$ cat src/rtl/fifo_arb_pkg.sv
// ---------------------------------------------------------------------------
// fifo_arb_pkg
// Shared definitions for the FIFO write-side arbiter and its round-robin
// selector: arbiter state encoding, default sizing constants and the grant
// index width calculation.
// ---------------------------------------------------------------------------
package fifo_arb_pkg;

   localparam int DEF_N_REQ     = 4;
   localparam int DEF_DSIZE     = 8;
   localparam int DEF_MAX_BURST = 8;

   typedef enum logic [0:0] {
      ARB_IDLE  = 1'b0,
      ARB_BURST = 1'b1
   } arb_state_t;

   // Width of a requester index; never narrower than one bit.
   function automatic int idw_calc(input int n);
      int w;
      w = $clog2(n);
      if (w < 1) begin
         return 1;
      end else begin
         return w;
      end
   endfunction

endpackage

$ cat src/rtl/fifo_wr_arbiter_rr_pick.sv
// ---------------------------------------------------------------------------
// rr_pick
// Combinational round-robin selector. Searches req starting at ptr+1 and
// wrapping modulo N; the entry at ptr itself is checked last, so the most
// recent owner has the lowest priority.
// Ports:
//   req   in  N   request vector
//   ptr   in  IW  index of the previous winner (must be < N)
//   found out 1   at least one request is set
//   idx   out IW  winning index (0 when found is low)
// ---------------------------------------------------------------------------
module rr_pick
   import fifo_arb_pkg::*;
#(
   parameter int N  = DEF_N_REQ,
   parameter int IW = 2
)(
   input  logic [N-1:0]  req,
   input  logic [IW-1:0] ptr,
   output logic          found,
   output logic [IW-1:0] idx
);

   // (p + k) mod N for p < N and 1 <= k <= N; one subtraction covers the wrap.
   function automatic logic [IW-1:0] wrap_add(input logic [IW-1:0] p, input int k);
      logic [IW:0] s;
      s = {1'b0, p} + (IW+1)'(k);
      if (s >= (IW+1)'(N)) begin
         s = s - (IW+1)'(N);
      end else begin
         s = s;
      end
      return s[IW-1:0];
   endfunction

   // First set request in rotating order after ptr.
   always_comb begin
      found = 1'b0;
      idx   = '0;
      for (int k = 1; k <= N; k++) begin
         if (!found && req[wrap_add(ptr, k)]) begin
            found = 1'b1;
            idx   = wrap_add(ptr, k);
         end else begin
            // an earlier hit in the rotation keeps priority
         end
      end
   end

endmodule

$ cat src/rtl/fifo_wr_arbiter.sv
// ---------------------------------------------------------------------------
// fifo_wr_arbiter
// Shares the single write port of the async FIFO (wclk side) among N_REQ
// producers. Round-robin grants are locked for a whole packet (until the
// beat flagged last) or MAX_BURST beats, so a source's beats land
// contiguously. One IDLE bubble cycle separates consecutive grants.
//
// Optional build macro FIFO_WR_ARB_TAG_EN: when defined, fifo_wdata carries
// {grant_id, payload} (IDW+DSIZE bits) so the read side can demultiplex by
// source; otherwise fifo_wdata is the payload only (DSIZE bits).
//
// Ports:
//   wclk        in  1            write clock (FIFO write side)
//   wrst_n      in  1            asynchronous active-low reset
//   req_valid   in  N_REQ        per-requester beat valid
//   req_last    in  N_REQ        per-requester last beat of packet
//   req_data    in  N_REQ*DSIZE  payloads, requester i at [i*DSIZE +: DSIZE]
//   req_ready   out N_REQ        beat accepted this cycle (owner only, !full)
//   fifo_wfull  in  1            FIFO registered full flag
//   fifo_winc   out 1            FIFO write strobe
//   fifo_wdata  out OW           FIFO write data
//   grant_id    out IDW          current/last owner index
//   busy        out 1            a grant is held
// ---------------------------------------------------------------------------
module fifo_wr_arbiter
   import fifo_arb_pkg::*;
#(
   parameter  int N_REQ     = DEF_N_REQ,
   parameter  int DSIZE     = DEF_DSIZE,
   parameter  int MAX_BURST = DEF_MAX_BURST,
   localparam int IDW       = idw_calc(N_REQ),
`ifdef FIFO_WR_ARB_TAG_EN
   localparam int OW        = IDW + DSIZE
`else
   localparam int OW        = DSIZE
`endif
)(
   input  logic                   wclk,
   input  logic                   wrst_n,
   input  logic [N_REQ-1:0]       req_valid,
   input  logic [N_REQ-1:0]       req_last,
   input  logic [N_REQ*DSIZE-1:0] req_data,
   output logic [N_REQ-1:0]       req_ready,
   input  logic                   fifo_wfull,
   output logic                   fifo_winc,
   output logic [OW-1:0]          fifo_wdata,
   output logic [IDW-1:0]         grant_id,
   output logic                   busy
);

   localparam int BCW = $clog2(MAX_BURST + 1);

   arb_state_t       state_r;
   logic [IDW-1:0]   rr_ptr_r;
   logic [BCW-1:0]   beat_cnt_r;

   logic             pick_found_s;
   logic [IDW-1:0]   pick_idx_s;
   logic             sel_valid_s;
   logic             sel_last_s;
   logic [DSIZE-1:0] sel_data_s;
   logic             accept_s;
   logic             release_s;

   rr_pick #(
      .N  (N_REQ),
      .IW (IDW)
   ) u_rr_pick (
      .req   (req_valid),
      .ptr   (rr_ptr_r),
      .found (pick_found_s),
      .idx   (pick_idx_s)
   );

   assign sel_valid_s = req_valid[grant_id];
   assign sel_last_s  = req_last[grant_id];
   assign sel_data_s  = req_data[grant_id*DSIZE +: DSIZE];

   // The full flag gates the accept directly, so a write never coincides with wfull.
   assign accept_s  = (state_r == ARB_BURST) & sel_valid_s & ~fifo_wfull;
   assign release_s = accept_s & (sel_last_s | (beat_cnt_r == BCW'(MAX_BURST - 1)));

   assign fifo_winc = accept_s;
`ifdef FIFO_WR_ARB_TAG_EN
   assign fifo_wdata = {grant_id, sel_data_s};
`else
   assign fifo_wdata = sel_data_s;
`endif

   // Only the owner sees ready, and only while the FIFO has room.
   always_comb begin
      req_ready = '0;
      if (state_r == ARB_BURST) begin
         req_ready[grant_id] = ~fifo_wfull;
      end else begin
         req_ready = '0;
      end
   end

   // Arbitration FSM: grant selection, burst counting and release.
   always_ff @(posedge wclk or negedge wrst_n) begin
      if (!wrst_n) begin
         state_r    <= ARB_IDLE;
         grant_id   <= '0;
         rr_ptr_r   <= IDW'(N_REQ - 1);
         beat_cnt_r <= '0;
         busy       <= 1'b0;
      end else begin
         case (state_r)
            ARB_IDLE: begin
               if (pick_found_s) begin
                  grant_id   <= pick_idx_s;
                  state_r    <= ARB_BURST;
                  busy       <= 1'b1;
                  beat_cnt_r <= '0;
               end else begin
                  busy <= 1'b0;
               end
            end
            ARB_BURST: begin
               if (release_s) begin
                  state_r    <= ARB_IDLE;
                  busy       <= 1'b0;
                  rr_ptr_r   <= grant_id;
                  beat_cnt_r <= '0;
               end else if (accept_s) begin
                  beat_cnt_r <= beat_cnt_r + BCW'(1);
               end else begin
                  // stalled on full or idle owner: hold grant and count
                  beat_cnt_r <= beat_cnt_r;
               end
            end
            default: begin
               state_r <= ARB_IDLE;
               busy    <= 1'b0;
            end
         endcase
      end
   end

endmodule

$ cat config.mk
export PLATFORM = sky130hd
export DESIGN_NAME = fifo_wr_arbiter
export DESIGN_NICKNAME = d
export VERILOG_FILES = /design/src/rtl/fifo_arb_pkg.sv /design/src/rtl/fifo_wr_arbiter_rr_pick.sv /design/src/rtl/fifo_wr_arbiter.sv
export SDC_FILE = /design/constraint.sdc
export NUM_CORES = 1
export LEC_CHECK = 0
export ABC_AREA = 1
export BUFFER_PORTS_ARGS = -buffer_cell sky130_fd_sc_hd__buf_2
export CORE_ASPECT_RATIO = 1.1
export CORE_MARGIN = 2
export CORE_UTILIZATION = 44
export CTS_CLUSTER_SIZE = 16
export DETAILED_ROUTE_END_ITERATION = 8
export GPL_TIMING_DRIVEN = 0
export HOLD_SLACK_MARGIN = 0.06
export PLACE_DENSITY = 0.91
export SETUP_SLACK_MARGIN = 0.02
export SLEW_MARGIN = 0
export SYNTH_ARGS = -nofsm -noshare
export SYNTH_HDL_FRONTEND = slang
export SYNTH_SLANG_ARGS = --single-unit
$ cat constraint.sdc
create_clock -name wclk -period 1.75 [get_ports wclk]
set_clock_uncertainty 0.1 [all_clocks]
set_input_delay 0.175 -clock wclk [delete_from_list [all_inputs] [get_ports wclk]]
set_output_delay 0.175 -clock wclk [all_outputs]
set_load 0.05 [all_outputs]
==> impl_table.tex <==
\begin{tabular}{lr}
\hline
Metric & Value \\
\hline
\multicolumn{2}{l}{\textbf{Pwr}} \\
\quad Logic gate share of total power & 0.829 \\
\quad Max VDD drop & 0.001676 V \\
\quad Leakage & 0.9710 nW \\
\quad Net Sw Frac & 0.5615 \\
\quad Power dissipated by switching net loads & 2.181 mW \\
\quad Power density normalized to cell area & 2183 nW/um\^{}2 \\
\quad Clock share of power & 0.053 \\
\quad Part of the total power dissipated in sequential elements & 0.118 \\
\quad Cell-internal power & 1.703 mW \\
\multicolumn{2}{l}{\textbf{Timing}} \\
\quad Count of final hold-check violations & 0 \\
\quad Final slew viol count & 0 \\
\quad Worst rel slew slack & 0.8384 \\
\quad Worst-Margin Slew & 0.2419 ns \\
\quad Setup-failing EPs final & 4 \\
\quad Setup repair after global routing missed its margin & true \\
\quad Final clock period utilization by the worst path & 1.010 \\
\quad Max frequency & 565.7 MHz \\
\quad Min Clock Period, post-route & 1.768 ns \\
\quad Worst Slack Setup Final & -0.01758 ns \\
\multicolumn{2}{l}{\textbf{Setup path}} \\
\quad Critical path capture point type & primary output \\
\quad Terminus of the critical flop-to-flop path & grant\_id[1] \\
\quad Kind of critical path & register to primary output \\
\quad Depth of the worst register-to-register path & 13 \\
\quad Worst-case register-to-register setup slack & 0 ns \\
\quad Startpoint class of the critical path & register \\
\quad Largest driver fanout on the critical path & 8 \\
\quad CP arrival & 1.49 ns \\
\quad Data required, critical path & 1.47 ns \\
\quad Worst reg2reg path startpoint & rr\_ptr\_r[0] \\
\multicolumn{2}{l}{\textbf{Route}} \\
\quad Number of design rule violations left after detail routing & 0 \\
\quad Avg WL per Cell & 12.80 um \\
\quad 1st-pass router iterations & 4 \\
\quad Routed Antenna Nets & 0 \\
\quad Vias/cell & 5.216 \\
\quad WL final & 3443 um \\
\quad Initial DRC Count & 45 \\
\quad Overall via count from detail\_route & 1403 \\
\multicolumn{2}{l}{\textbf{GRT}} \\
\quad Largest net degree at the start of global routing & 12 \\
\quad Remaining Overflow, GRT & 0 \\
\quad Via count of the first global-routing pass & 1153 \\
\quad Antenna violations before repair & 0 \\
\quad Global-route wire length before repair & 4726 um \\
\quad GRT Util Overall & 0.2228 \\
\multicolumn{2}{l}{\textbf{Clock network}} \\
\quad CTS tree & built \\
\quad Clock transition at the register clock pins on the worst setup and hold paths after CTS & 0.06 ns \\
\quad Deepest level of the CTS H-tree & 1 \\
\quad Max clock buf depth & 2 \\
\quad Clk root buf & clkbuf\_4 \\
\quad TritonCTS Buffers & 3 \\
\quad Latest clock arrival within the worst-skew pair & 0.26 ns \\
\quad Total number of clock tree sinks & 10 \\
\multicolumn{2}{l}{\textbf{Synthesis}} \\
\quad Mapped Cells & 165 \\
\quad Number of distinct library cells after synthesis & 26 \\
\quad Total of flip-flops plus latches after synthesis & 10 \\
\quad Mapped cell area & 1037 um\^{}2 \\
\quad Net count after synthesis & 209 \\
\quad Syn avg cell area & 6.286 um\^{}2 \\
\quad Warning count from the yosys run & 0 \\
\quad Sequential area share after synthesis & 0.2437 \\
\multicolumn{2}{l}{\textbf{Finish}} \\
\quad Fraction of final layout cells with drive strength greater than 1 & 0.5523 \\
\quad Fill cell instance count of the final layout & 139 \\
\quad Cell Count, Final, Fillers Out & 269 \\
\quad Most common cell after layout, fill and taps aside & nand2\_1 \\
\quad Post-layout net count & 284 \\
\quad Final core occ & 0.7980 \\
\quad Number of diodes & 0 \\
\quad Synth-to-Final Area Change & 71.53\% \\
\quad Top library cells by usage in the layout, fill and taps aside & 56 x nand2\_1, 46 x buf\_2, 14 x nand3\_1, 14 x nand2\_2 \\
\multicolumn{2}{l}{\textbf{Floorplan}} \\
\quad Initial core utilization & 0.4652 \\
\quad Die Height & 54.92 um \\
\quad Number of cell rows & 18 \\
\quad Chip width & 50.30 um \\
\quad Die ar. & 2762 um\^{}2 \\
\quad IO Count & 59 \\
\quad Std-Cell Core Area & 2230 um\^{}2 \\
\multicolumn{2}{l}{\textbf{Run status}} \\
\quad Outcome & complete, but fails checks \\
\quad Violations in the final reports & setup timing \\
\multicolumn{2}{l}{\textbf{Min path}} \\
\quad Hold/Removal Path Class & primary input to async pin \\
\multicolumn{2}{l}{\textbf{Placement}} \\
\quad Placer's final routability congestion estimate & 0.8396 \\
\quad Number of placed instances, taps included & 253 \\
\quad HPWL after detailed placement & 2288 um \\
\quad Buffers added on ports & 58 \\
\multicolumn{2}{l}{\textbf{Flow run}} \\
\quad Max Cap Viol & 0 \\
\hline
\end{tabular}
-- metal layers --
metal	track usage	share of wire	wire length (um)	up-vias
met2	0.4320	0.51	1754	60
met3	0.05914	0.093	320	7
li1	-	-	-	685
met4	0.07207	0.016	54	0
met5	0	0	0	-
met1	0.2391	0.38	1314	651
-- cell families (layout without fill, tap and decap cells) --
| logic type | after synthesis | count (layout) | synth area share |
|---|---|---|---|
| xor+xnor | 2 | 2 | 0.01689 |
| flops | 10 | 10 | 0.2437 |
| buf+inv | 21 | 93 | 0.1037 |
| compound gates | 15 | 15 | 0.09770 |
| simple gates | 116 | 118 | 0.5259 |
| fa+ha+maj | 1 | 1 | 0.01206 |
-- critical path, cell delays in order (launching register included) --
cell,delay [ns]
dfrtp_2,0.42
buf_12,0.17
inv_8,0.05
nor2_4,0.23
a22oi_1,0.12
nand3_2,0.09
buf_6,0.15
-- state kept, by name, summed over array words and instances, names as in the netlist --
register / flops
state_r: 1
beat_cnt_r: 4
busy: 1
rr_ptr_r: 2
grant_id: 2
-- area by class of cell --
class                           instances  area, um^2  area share
Buffer                                  4       62.56     0.03516
Clock buffer                            4       36.28     0.02039
Inverter                               17       88.84     0.04993
Multi-Input combinational cell        136       834.6      0.4691
Sequential cell                        10       255.2      0.1435
Tap cell                               30       37.54     0.02110
Timing Repair Buffer                   68       464.2      0.2609
-- worst max path at each step --
stage / startpoint / to / slack, ns
CTS: grant_id[0] / fifo_winc / 0.00002
detailed placement: rr_ptr_r[0] / grant_id[1] / 0.003
global route: rr_ptr_r[0] / grant_id[1] / -0.08
floorplan: grant_id[0] / beat_cnt_r[0] / -0.13
global placement: rr_ptr_r[0] / grant_id[1] / 0.02
finish: grant_id[0] / fifo_wdata[5] / -0.02
-- repair_timing --
| item | 4_1_cts | 5_1_grt |
|---|---|---|
| hold endpoints to repair | 10 | 0 |
| pin swaps | 7 | 16 |
| hold buffers | 1 | 0 |
| buffers inserted | 4 | 3 |
| cloned | 2 | 2 |
| endpoints found under the setup margin | 14 | 21 |
| resized for setup | 22 | 46 |
-- stage by stage --
step	hold WS (ns)	worst slack (ns)	total power, mW	TNS (ns)	instance area (um^2)
global placement	-0.05700	0.02427	2.800	0	1418
finish	0.1934	-0.01758	3.884	-0.05237	1779
CTS	0.1973	0.00001865	3.348	0	1567
global route	0.2295	-0.08458	4.117	-0.8344	1779
floorplan	-0.2206	-0.1285	2.389	-0.6532	1090
detailed placement	-0.05556	0.003419	2.837	0	1418
-- cells in the mapped netlist --
cell / count / area, um^2
nor2_2: 1 / 6.260
o21ai_1: 1 / 5.000
nor2_8: 1 / 20.02
nand3_2: 1 / 10.01
nand2_2: 8 / 50.05
nor2_1: 9 / 33.78
inv_4: 1 / 6.260
o21ai_0: 2 / 10.01
a31oi_1: 1 / 6.260
a21oi_1: 1 / 5.000
nand3_1: 18 / 90.09
dfstp_2: 2 / 52.55
nand2_4: 1 / 11.26
inv_1: 11 / 41.29
buf_4: 1 / 7.510
inv_2: 5 / 18.77
buf_6: 3 / 33.78
nor2_4: 3 / 33.78
nor3_1: 3 / 15.01
nand3b_1: 1 / 7.510
nand4_1: 2 / 12.51
ha_1: 1 / 12.51
xor2_1: 2 / 17.52
dfrtp_1: 8 / 200.2
a22oi_1: 10 / 75.07
nand2_1: 68 / 255.2
-- power groups by stage --
stage	Sequential (mW)	Combinational (mW)	Clock, mW
after floorplan	0.547	1.84	0
after global placement	0.440	2.36	0
after detailed placement	0.444	2.39	0
after CTS	0.442	2.70	0.210
after global routing	0.467	3.43	0.221
final	0.458	3.22	0.205
No activity file was read; power rests on OpenSTA's default activity.
